==> src/rtl/uart_tx_io_if.sv <==
// uart_tx_io_if: core data-bus port bundle for the UART TX responder.
// The master drives address/strobes/write data; the slave returns read data.
interface uart_tx_io_if;
    logic [3:0]  addr_i;
    logic        cs_i;
    logic [31:0] data_i;
    logic        wr_i;
    logic        rd_i;
    logic [31:0] data_o;
    logic        data_rdy_o;

    modport master (
        output addr_i,
        output cs_i,
        output data_i,
        output wr_i,
        output rd_i,
        input  data_o,
        input  data_rdy_o
    );

    modport slave (
        input  addr_i,
        input  cs_i,
        input  data_i,
        input  wr_i,
        input  rd_i,
        output data_o,
        output data_rdy_o
    );
endinterface

==> src/rtl/uart_tx_io.sv <==
// uart_tx_io: memory-mapped UART transmitter with TX FIFO, 8N1 serialiser and irq.
// Optional even-parity bit (CTRL[2]) when UART_TX_PARITY_EN is defined.
module uart_tx_io #(
    parameter int FIFO_DEPTH_LOG2 = 4,
    parameter int DEFAULT_DIV     = 139
) (
    input  logic         clk_i,
    input  logic         rst_i,
    uart_tx_io_if.slave  bus,
    output logic         txd_o,
    output logic         int_o,
    input  logic         int_ack_i
);

    localparam int DEPTH = 1 << FIFO_DEPTH_LOG2;
    localparam int CW    = FIFO_DEPTH_LOG2 + 1;
    localparam int PW    = FIFO_DEPTH_LOG2;

    typedef enum logic [2:0] {
        ST_IDLE   = 3'd0,
        ST_START  = 3'd1,
        ST_DATA   = 3'd2,
`ifdef UART_TX_PARITY_EN
        ST_PARITY = 3'd3,
`endif
        ST_STOP   = 3'd4
    } state_e;

    state_e      state_q, state_d;
    logic [15:0] cnt_q, cnt_d;
    logic [15:0] div_q, div_d;
    logic [2:0]  bit_q, bit_d;
    logic [7:0]  sh_q, sh_d;
`ifdef UART_TX_PARITY_EN
    logic        par_en_q, par_en_d;
    logic        par_bit_q, par_bit_d;
`endif

    logic [7:0]    mem_q [DEPTH];
    logic [PW-1:0] wr_ptr_q, rd_ptr_q;
    logic [CW-1:0] count_q, count_d;
    logic          ovf_q;
    logic [15:0]   baud_q;
    logic [2:0]    ctrl_q;
    logic          int_q;
    logic [31:0]   rdata_q;
    logic          rdy_q;

    logic        acc_wr, acc_rd;
    logic [1:0]  sel;
    logic        push, push_ok, pop;
    logic        full, empty, busy, tick;
    logic        frame_done, txd;
    logic        tx_en, int_en;
    logic [31:0] status, rdata;
    logic [7:0]  head;

    assign acc_wr  = bus.cs_i & bus.wr_i;
    assign acc_rd  = bus.cs_i & bus.rd_i;
    assign sel     = bus.addr_i[3:2];
    assign full    = (count_q == CW'(DEPTH));
    assign empty   = (count_q == '0);
    assign push    = acc_wr & (sel == 2'd0);
    assign push_ok = push & ~full;
    assign busy    = (state_q != ST_IDLE);
    assign tick    = (cnt_q == div_q - 16'd1);
    assign tx_en   = ctrl_q[0];
    assign int_en  = ctrl_q[1];
    assign head    = mem_q[rd_ptr_q];

    always_comb begin
        count_d = count_q;
        if (push_ok && !pop) begin
            count_d = count_q + CW'(1);
        end else if (!push_ok && pop) begin
            count_d = count_q - CW'(1);
        end
    end

    // serialiser: one bit per div_q cycles, baud latched at frame start
    always_comb begin
        state_d    = state_q;
        cnt_d      = cnt_q;
        div_d      = div_q;
        bit_d      = bit_q;
        sh_d       = sh_q;
        pop        = 1'b0;
        txd        = 1'b1;
        frame_done = 1'b0;
`ifdef UART_TX_PARITY_EN
        par_en_d   = par_en_q;
        par_bit_d  = par_bit_q;
`endif
        unique case (state_q)
            ST_IDLE: begin
                if (tx_en && !empty) begin
                    pop     = 1'b1;
                    state_d = ST_START;
                    cnt_d   = '0;
                    bit_d   = '0;
                    sh_d    = head;
                    div_d   = (baud_q == 16'd0) ? 16'd1 : baud_q;
`ifdef UART_TX_PARITY_EN
                    par_en_d  = ctrl_q[2];
                    par_bit_d = ^head;
`endif
                end
            end
            ST_START: begin
                txd = 1'b0;
                if (tick) begin
                    cnt_d   = '0;
                    state_d = ST_DATA;
                end else begin
                    cnt_d = cnt_q + 16'd1;
                end
            end
            ST_DATA: begin
                txd = sh_q[0];
                if (tick) begin
                    cnt_d = '0;
                    sh_d  = {1'b0, sh_q[7:1]};
                    bit_d = bit_q + 3'd1;
                    if (bit_q == 3'd7) begin
`ifdef UART_TX_PARITY_EN
                        state_d = par_en_q ? ST_PARITY : ST_STOP;
`else
                        state_d = ST_STOP;
`endif
                    end
                end else begin
                    cnt_d = cnt_q + 16'd1;
                end
            end
`ifdef UART_TX_PARITY_EN
            ST_PARITY: begin
                txd = par_bit_q;
                if (tick) begin
                    cnt_d   = '0;
                    state_d = ST_STOP;
                end else begin
                    cnt_d = cnt_q + 16'd1;
                end
            end
`endif
            ST_STOP: begin
                txd = 1'b1;
                if (tick) begin
                    cnt_d      = '0;
                    state_d    = ST_IDLE;
                    frame_done = 1'b1;
                end else begin
                    cnt_d = cnt_q + 16'd1;
                end
            end
            default: begin
                state_d = ST_IDLE;
            end
        endcase
    end

    assign txd_o = txd;

    always_ff @(posedge clk_i) begin
        if (!rst_i) begin
            state_q <= ST_IDLE;
            cnt_q   <= '0;
            div_q   <= 16'd1;
            bit_q   <= '0;
            sh_q    <= '0;
`ifdef UART_TX_PARITY_EN
            par_en_q  <= 1'b0;
            par_bit_q <= 1'b0;
`endif
        end else begin
            state_q <= state_d;
            cnt_q   <= cnt_d;
            div_q   <= div_d;
            bit_q   <= bit_d;
            sh_q    <= sh_d;
`ifdef UART_TX_PARITY_EN
            par_en_q  <= par_en_d;
            par_bit_q <= par_bit_d;
`endif
        end
    end

    always_ff @(posedge clk_i) begin
        if (push_ok) begin
            mem_q[wr_ptr_q] <= bus.data_i[7:0];
        end
    end

    always_ff @(posedge clk_i) begin
        if (!rst_i) begin
            wr_ptr_q <= '0;
            rd_ptr_q <= '0;
            count_q  <= '0;
            ovf_q    <= 1'b0;
        end else begin
            count_q <= count_d;
            if (push_ok) begin
                wr_ptr_q <= wr_ptr_q + PW'(1);
            end
            if (pop) begin
                rd_ptr_q <= rd_ptr_q + PW'(1);
            end
            if (push && full) begin
                ovf_q <= 1'b1;
            end else if (acc_wr && sel == 2'd1 && bus.data_i[3]) begin
                ovf_q <= 1'b0;
            end
        end
    end

    always_ff @(posedge clk_i) begin
        if (!rst_i) begin
            baud_q <= 16'(DEFAULT_DIV);
            ctrl_q <= '0;
        end else if (acc_wr) begin
            if (sel == 2'd2) begin
                baud_q <= bus.data_i[15:0];
            end
            if (sel == 2'd3) begin
`ifdef UART_TX_PARITY_EN
                ctrl_q <= bus.data_i[2:0];
`else
                ctrl_q <= {1'b0, bus.data_i[1:0]};
`endif
            end
        end
    end

    // a new set beats a same-cycle acknowledge
    always_ff @(posedge clk_i) begin
        if (!rst_i) begin
            int_q <= 1'b0;
        end else if (frame_done && int_en && empty) begin
            int_q <= 1'b1;
        end else if (int_ack_i) begin
            int_q <= 1'b0;
        end
    end

    assign int_o = int_q;

    always_comb begin
        status       = '0;
        status[0]    = busy;
        status[1]    = full;
        status[2]    = empty;
        status[3]    = ovf_q;
        status[12:8] = 5'(count_q);
    end

    always_comb begin
        rdata = '0;
        unique case (sel)
            2'd0: rdata = '0;
            2'd1: rdata = status;
            2'd2: rdata = {16'd0, baud_q};
            2'd3: rdata = {29'd0, ctrl_q};
            default: rdata = '0;
        endcase
    end

    // read data reflects pre-write register values
    always_ff @(posedge clk_i) begin
        if (!rst_i) begin
            rdata_q <= '0;
            rdy_q   <= 1'b0;
        end else begin
            rdata_q <= acc_rd ? rdata : 32'd0;
            rdy_q   <= acc_rd;
        end
    end

    assign bus.data_o     = rdata_q;
    assign bus.data_rdy_o = rdy_q;

endmodule

==> src/flat_wrapper.sv <==
// flat-port wrapper written by rule: the top's interface ports become plain ports
module uart_tx_io_flat 
#(
    parameter int FIFO_DEPTH_LOG2 = 4,
    parameter int DEFAULT_DIV     = 139
)
  (clk_i, rst_i, txd_o, int_o, int_ack_i, bus_addr_i, bus_cs_i, bus_data_i, bus_wr_i, bus_rd_i, bus_data_o, bus_data_rdy_o);
  uart_tx_io_if bus_i ();
  input  logic clk_i;
  input  logic rst_i;
  output logic txd_o;
  output logic int_o;
  input  logic int_ack_i;
  input wire logic [$bits(bus_i.addr_i)-1:0] bus_addr_i;
  input wire logic [$bits(bus_i.cs_i)-1:0] bus_cs_i;
  input wire logic [$bits(bus_i.data_i)-1:0] bus_data_i;
  input wire logic [$bits(bus_i.wr_i)-1:0] bus_wr_i;
  input wire logic [$bits(bus_i.rd_i)-1:0] bus_rd_i;
  output wire logic [$bits(bus_i.data_o)-1:0] bus_data_o;
  output wire logic [$bits(bus_i.data_rdy_o)-1:0] bus_data_rdy_o;
  assign bus_i.addr_i = bus_addr_i;
  assign bus_i.cs_i = bus_cs_i;
  assign bus_i.data_i = bus_data_i;
  assign bus_i.wr_i = bus_wr_i;
  assign bus_i.rd_i = bus_rd_i;
  assign bus_data_o = bus_i.data_o;
  assign bus_data_rdy_o = bus_i.data_rdy_o;
  uart_tx_io #(.FIFO_DEPTH_LOG2(FIFO_DEPTH_LOG2), .DEFAULT_DIV(DEFAULT_DIV)) u_core (.clk_i(clk_i), .rst_i(rst_i), .bus(bus_i), .txd_o(txd_o), .int_o(int_o), .int_ack_i(int_ack_i));
endmodule
==> config.mk <==
export PLATFORM = sky130hd
export DESIGN_NAME = uart_tx_io_flat
export DESIGN_NICKNAME = d
export VERILOG_FILES = /design/src/rtl/uart_tx_io_if.sv /design/src/rtl/uart_tx_io.sv /design/src/flat_wrapper.sv
export SDC_FILE = /design/constraint.sdc
export NUM_CORES = 1
export LEC_CHECK = 0
export BUFFER_PORTS_ARGS = -buffer_cell sky130_fd_sc_hd__buf_2
export CORE_MARGIN = 2
export CORE_UTILIZATION = 45
export CTS_CLUSTER_SIZE = 25
export DETAILED_ROUTE_END_ITERATION = 10
export GPL_TIMING_DRIVEN = 0
export PLACE_DENSITY = 0.63
export SETUP_SLACK_MARGIN = 0.3
export SLEW_MARGIN = 20
export SYNTH_ARGS = -nofsm -noshare
export SYNTH_HDL_FRONTEND = slang
export SYNTH_SLANG_ARGS = --single-unit
==> constraint.sdc <==
create_clock -name clk_i -period 4.44 [get_ports clk_i]
set_input_delay 0.888 -clock clk_i [delete_from_list [all_inputs] [get_ports clk_i]]
set_output_delay 0.888 -clock clk_i [all_outputs]
set_load 0.02 [all_outputs]
Word-level counts from Yosys, hierarchy flattened
Memories as Yosys holds them, arrays and structs flattened. A register that Yosys moved wholly into a read port is not among the register bits.
Cells that the tools add are included.
{"block": "classes", "n_addsub": 7, "n_eq_ne": 14, "mux": 32, "bitwise": 5, "n_reduce_logical": 29}
{"cell": "$pmux W32 S4", "count": 1}
{"cell": "$mux W16", "count": 3}
{"cell": "$pmux W16 S2", "count": 1}
{"cell": "$mux W3", "count": 7}
{"cell": "$add A16 B1 Y16 const B", "count": 1}
{"cell": "$eq A16 B16 Y1", "count": 1}
{"cell": "$logic_not A16 Y1", "count": 1}
{"cell": "$mux W8", "count": 2}
{"cell": "$pmux W8 S2", "count": 1}
{"cell": "$sub A16 B1 Y16 const B", "count": 1}
{"cell": "$pmux W3 S4", "count": 1}
{"cell": "$mux W1", "count": 10}
{"cell": "$mux W5", "count": 2}
{"cell": "$ne A2 B1 Y1 const B", "count": 5}
{"cell": "$reduce_and A2 Y1", "count": 5}
{"cell": "$reduce_bool A2 Y1", "count": 5}
{"cell": "$add A4 B1 Y4 const B", "count": 2}
{"cell": "$logic_and A1 B1 Y1", "count": 8}
{"cell": "$mux W4", "count": 2}
{"cell": "$eq A3 B3 Y1 const B", "count": 2}
{"cell": "$pmux W3 S2", "count": 1}
{"cell": "$add A5 B1 Y5 const B", "count": 1}
{"cell": "$eq A5 B5 Y1 const B", "count": 1}
{"cell": "$logic_not A5 Y1", "count": 1}
{"cell": "other kinds (16)", "count": 22}
{"block": "word_totals", "regBits": 112, "ram_bits": 128, "input_bits": 42, "out_inout_bits": 35, "word_cells": 102, "memories": 1}
{"name": "u_core.mem_q", "words": 16, "word_bits": 8, "read_ports": 1, "rd_clocked_by_memory_dff": 1, "wr": 1, "line": "uart_tx_io.sv:39", "source": "logic [7:0] mem_q [DEPTH];"}

Depth between registers and ports, before layout
{"block": "logic_depth", "ltp_word": 8, "mapped_depth": 13, "mapped_depth_nobuf": 12}

Worst setup path before layout
No wires, ideal clock.
{"block": "synth_path", "path_kind": "register to register", "from": "register u_core.count_q[0]", "to": "register u_core.count_q[4]", "setup_ns": 0.076, "t_arrival_ns": 3.292, "required_time_ns": 4.364, "setup_slack_ns": 1.073, "stages_incl_launch_ff": 14, "n_path_buf": 1, "synth_period_minus_slack_ns": 3.367, "path_cell_list": "dfxtp_1 > or4_1 > o21ai_1 > nor2b_1 > inv_1 > buf_1 > ha_1 > inv_1 > fa_1 > a21o_1 > a21oi_1 > xnor2_1 > or3_1 > a21boi_0"}
{"block": "synth_between", "elab_chain_len": 8, "elab_cells_between_ends": 17, "cone_classes": "add/sub: 2; eq/ne: 1; mux: 4; bitwise: 2; reduce/logical: 8"}
{"element": "start: declaration", "line": "uart_tx_io.sv:41", "source": "logic [CW-1:0] count_q, count_d;"}
{"element": "start signal: assignment", "line": "uart_tx_io.sv:201", "source": "count_q <= count_d;"}
{"element": "$logic_not A5 Y1", "line": "uart_tx_io.sv:62", "source": "assign empty = (count_q == '0);"}
{"element": "$logic_not A1 Y1", "line": "uart_tx_io.sv:96", "source": "if (tx_en && !empty) begin"}
{"element": "$logic_and A1 B1 Y1", "line": "uart_tx_io.sv:96"}
{"element": "$mux W1", "line": "uart_tx_io.sv:96"}
{"element": "$mux W1", "line": "uart_tx_io.sv:94", "source": "unique case (state_q)"}
{"element": "$logic_not A1 Y1", "line": "uart_tx_io.sv:73", "source": "if (push_ok && !pop) begin"}
{"element": "$logic_and A1 B1 Y1", "line": "uart_tx_io.sv:73"}
{"element": "$mux W5 or $reduce_bool A2 Y1 (tied branches)"}
Several ways; a longest one is shown, not always the timed one. The select of a mux whose other input is x is not followed.
A chain may end at the register's enable or synchronous reset.

Final worst setup path
Ends and elaborated chain as after synthesis.

==> results.sh <==
export IMPL_root_buffer="clkbuf_16"
export IMPL_min_period_ns=3.76
export IMPL_synthCells=795
export IMPL_yosysWarnings=0
export IMPL_criticalPathCategory="register to register"
export IMPL_routed_wl_microns=21100
export IMPL_syn_cell_area_sq_um=9960
export IMPL_synth_distinct_cells=62
export IMPL_ios=77
export IMPL_power_frac_seq_pct=50.9
export IMPL_cts_sinks=228
export IMPL_yosysTopAreaCellShare_pct=38.6
export IMPL_cts_clk_slew_worst_paths_ns=0.06
export IMPL_instances_no_fill=1177
export IMPL_grt_max_degree=19
export IMPL_viasPerCell=5.25
export IMPL_multiInputGateArea_sq_um=3820
export IMPL_synth_seq_cells=228
export IMPL_overflow=0
export IMPL_cp_max_fo=10
export IMPL_slew_violations=0
export IMPL_die_h_microns=153
export IMPL_end_kind="register"
export IMPL_nets=935
export IMPL_syn_avg_cell_area_sq_um=12.5
export IMPL_p_switching_uw=936
export IMPL_crit_family="simple AND/OR/NAND/NOR gates"
export IMPL_ys_flop_type="edfxtp_1"
export IMPL_num_antenna_cells=0
export IMPL_cts_hold_fix_buffers=0
export IMPL_timing_hold_ws_ns=0.459
export IMPL_cts_tree="built"
export IMPL_antenna_found_initial=0
export IMPL_post_route_period_util_pct=84.8
export IMPL_synth_area_leaders="edfxtp_1, dfxtp_1, mux4_2, nand2_1, a21boi_0"
export IMPL_ys_async_sr_fraction_pct=0
export IMPL_total_leakage_power_uw=0.00402
export IMPL_regArea_sq_um=5850
export IMPL_grt_usage_pct=18.4
export IMPL_status="complete, no violations"
export IMPL_drv_cap=0
export IMPL_port_buffers=41
export IMPL_clock_latency_ns=0.54
export IMPL_pwr_density_cell_nw_per_um2=387
export IMPL_crit_path_frequent_cell="inv_1"
export IMPL_slew_headroom_pct=39.4
export IMPL_ant_nets=0
export IMPL_tightest_slew_ns=0.906
export IMPL_hold_violations=0
export IMPL_skew_ns=0.0285
export IMPL_h_tree_depth=1
export IMPL_hold_class="register to register"
export IMPL_critPathBufInv=3
export IMPL_pwr_share_comb_pct=3.7
export IMPL_core_sq_um=21800
export IMPL_path_cells="or4_1 > o21ai_4 > nor2b_1 > inv_1 > clkbuf_2 > ha_1 > inv_1 > fa_1 > a21o_1 > a21oi_1 > xnor2_1 > or3_1 > a21boi_0"
export IMPL_cts_setup_buffers=0
export IMPL_drc=0
export IMPL_ir_drop_v=0.000371
export IMPL_ys_seq_area_share_pct=58.7
export IMPL_start_util_pct=45.8
export IMPL_max_freq_mhz=266
export IMPL_cp_start_kind="register"
export IMPL_nFillCells=1891
export IMPL_grt_pass1_wl_microns=33900
export IMPL_cts_buffers=24
export IMPL_crit_slowest_cell="or4_1"
export IMPL_setup_viol=0
export IMPL_setup_tns_ns=0
export IMPL_intPower_uw=3490
export IMPL_drive_gt1_share_pct=18.4
export IMPL_cts_buffer_depth=3
export IMPL_cpPeakStageDelay_ns=0.64
export IMPL_power_frac_clock_pct=45.4
export IMPL_crit_arrival_ns=4.23
export IMPL_rows=54
export IMPL_swShare_pct=21.2
export IMPL_die_width_microns=153
export IMPL_dp_hpwl_microns=14800
export IMPL_avgRoutedWirePerCell_microns=17.9
export IMPL_area_delta_synth_final_pct=14.7
export IMPL_synth_edf_count=128
export IMPL_dieArea_sq_um=23300
export IMPL_yosysTopAreaCell="edfxtp_1"
export IMPL_grt_pass1_vias=6168
export IMPL_gp_congestion=0.829
export IMPL_required_ns=4.91
export IMPL_vias=6179
export IMPL_detailedRoute_firstPassIterationCount=5
export IMPL_dp_cells=1133
export IMPL_first_iter_violations=431
export IMPL_rsz0062_at_grt="no"
## layer usage
layer | part of all wire, % | up-vias | GRT usage, %
li1 | - | 3029 | -
met1 | 47 | 3000 | 26.2
met2 | 47 | 120 | 30.1
met3 | 3.9 | 30 | 2.45
met4 | 1.6 | 0 | 4.37
met5 | 0 | - | 0
## cell usage after synthesis (all sizes together) (2+ instances only)
cell	count
nand3	10
a211o	4
o21ai	11
a21boi	33
nand4b	3
and3	5
xnor2	25
clkbuf	29
o211ai	8
a211oi	2
mux2	5
edfxtp	128
xor2	20
dfxtp	100
a21o	4
mux4	33
nand2	102
or3	2
nand4	14
ha	13
nand3b	4
nor4	11
a31oi	4
and4	2
a21oi	8
or4	4
mux2i	24
nor3	13
nor2	55
and2	25
a22oi	13
inv	14
buf	31
nor2b	13
nand2b	6
## cell type report
| class | instances | area share (%) |
|---|---|---|
| tap | 280 | 3.07 |
| buffer | 60 | 2.92 |
| clock buffer | 34 | 5.94 |
| multi-input combinational | 508 | 33.4 |
| sequential | 228 | 51.2 |
| timing repair buffer | 43 | 1.93 |
| inverter | 14 | 0.460 |
| clock inverter | 10 | 1.10 |
## registers in the layout (all words and copies together) (netlist names), named ones only
signal and count:
u_core.rd_ptr_q 4, u_core.bus.data_rdy_o 1, u_core.ctrl_q 2, u_core.baud_q 16, u_core.cnt_q 16, u_core.int_o 1, u_core.sh_q 8, u_core.ovf_q 1
u_core.mem_q 128, u_core.count_q 5, u_core.wr_ptr_q 4, u_core.state_q 3, u_core.bit_q 3, u_core.bus.data_o 16, u_core.div_q 16
## worst min-delay path, stage by stage (launching register included)
cell and delay (ns):
dfxtp_1 0.31, nand2_1 0.05, mux2i_1 0.05
## power by group through the flow
stage | Clock [uW] | Combinational (uW) | Sequential (uW)
3_3_place_gp | 0 | 162 | 2290
4_1_cts | 2040 | 164 | 2250
5_1_grt | 2130 | 181 | 2250
3_5_place_dp | 0 | 163 | 2290
2_1_floorplan | 0 | 103 | 2290
6_report | 2010 | 164 | 2250
## timing repair
action	CTS	global route
setup endpoints to repair	1	2
hold endpoints to repair	0	0
resized for setup	1	3
## kinds of logic (layout without fill, tap and decap cells)
group                    after synthesis  in the layout  share of synthesized area [%]
AO/OA/AOI/OAI                         97             97                           7.04
XOR/XNOR                              45             45                           3.96
adder cells (fa/ha/maj)               14             14                           1.83
buffers and inverters                 74            161                           3.87
flip-flops                           228            228                           58.7
multiplexers                          62             62                           10.4
other                                  1             16                         0.0377
AND/OR/NAND/NOR                      274            274                           14.1
## worst paths after layout
check | startpoint | endpoint | slack, ns | cells past startpoint
worst min-delay path | u_core.sh_q[4]$_SDFFE_PN0P_ | u_core.sh_q[4]$_SDFFE_PN0P_ | 0.46 | 2
worst max-delay path | u_core.count_q[0]$_SDFFE_PN0P_ | u_core.count_q[4]$_SDFFE_PN0P_ | 0.68 | 13
worst max register to register | u_core.count_q[0]$_SDFFE_PN0P_ | u_core.count_q[4]$_SDFFE_PN0P_ | 0.68 | 13
worst min register to register | u_core.sh_q[4]$_SDFFE_PN0P_ | u_core.sh_q[4]$_SDFFE_PN0P_ | 0.46 | 2
## layout by cell type, fill, tap and decap left out, types with 4 or more instances in the layout
cell type | netlist | layout
a211o_1 | 4 | 4
a21boi_0 | 33 | 33
a21oi_1 | 8 | 8
a22oi_1 | 13 | 13
a31oi_1 | 4 | 4
and2_1 | 25 | 25
and3_1 | 5 | 5
buf_2 | 5 | 46
buf_4 | 17 | 19
buf_6 | 5 | 5
clkbuf_1 | 29 | 35
clkbuf_16 | 0 | 24
clkbuf_8 | 0 | 4
clkinv_2 | 0 | 6
conb_1 | 1 | 16
dfxtp_1 | 100 | 100
edfxtp_1 | 128 | 128
ha_1 | 13 | 13
inv_1 | 14 | 14
mux2_2 | 5 | 5
mux2i_1 | 24 | 24
mux4_2 | 33 | 33
nand2_1 | 102 | 102
nand2b_1 | 6 | 6
nand3_1 | 10 | 10
nand3b_1 | 4 | 4
nand4_1 | 14 | 14
nor2_1 | 55 | 55
nor2b_1 | 13 | 13
nor3_1 | 11 | 6
nor3_2 | 1 | 6
nor4_1 | 8 | 8
o211ai_1 | 8 | 8
o21ai_0 | 10 | 10
xnor2_1 | 25 | 25
xor2_1 | 20 | 20
## metrics by stage
step                area [sq um]  setup WS, ns  util [%]  total power, uW
finish                     11400         0.676      52.5             4420
global route               11400         0.414      52.5             4560
CTS                        11400         0.337      52.4             4450
detailed placement         10600         0.117      48.7             2460
global placement           10600         0.159      48.6             2460
floorplan                  10000          1.07         -             2400
Power figures use the tool's default switching activity.
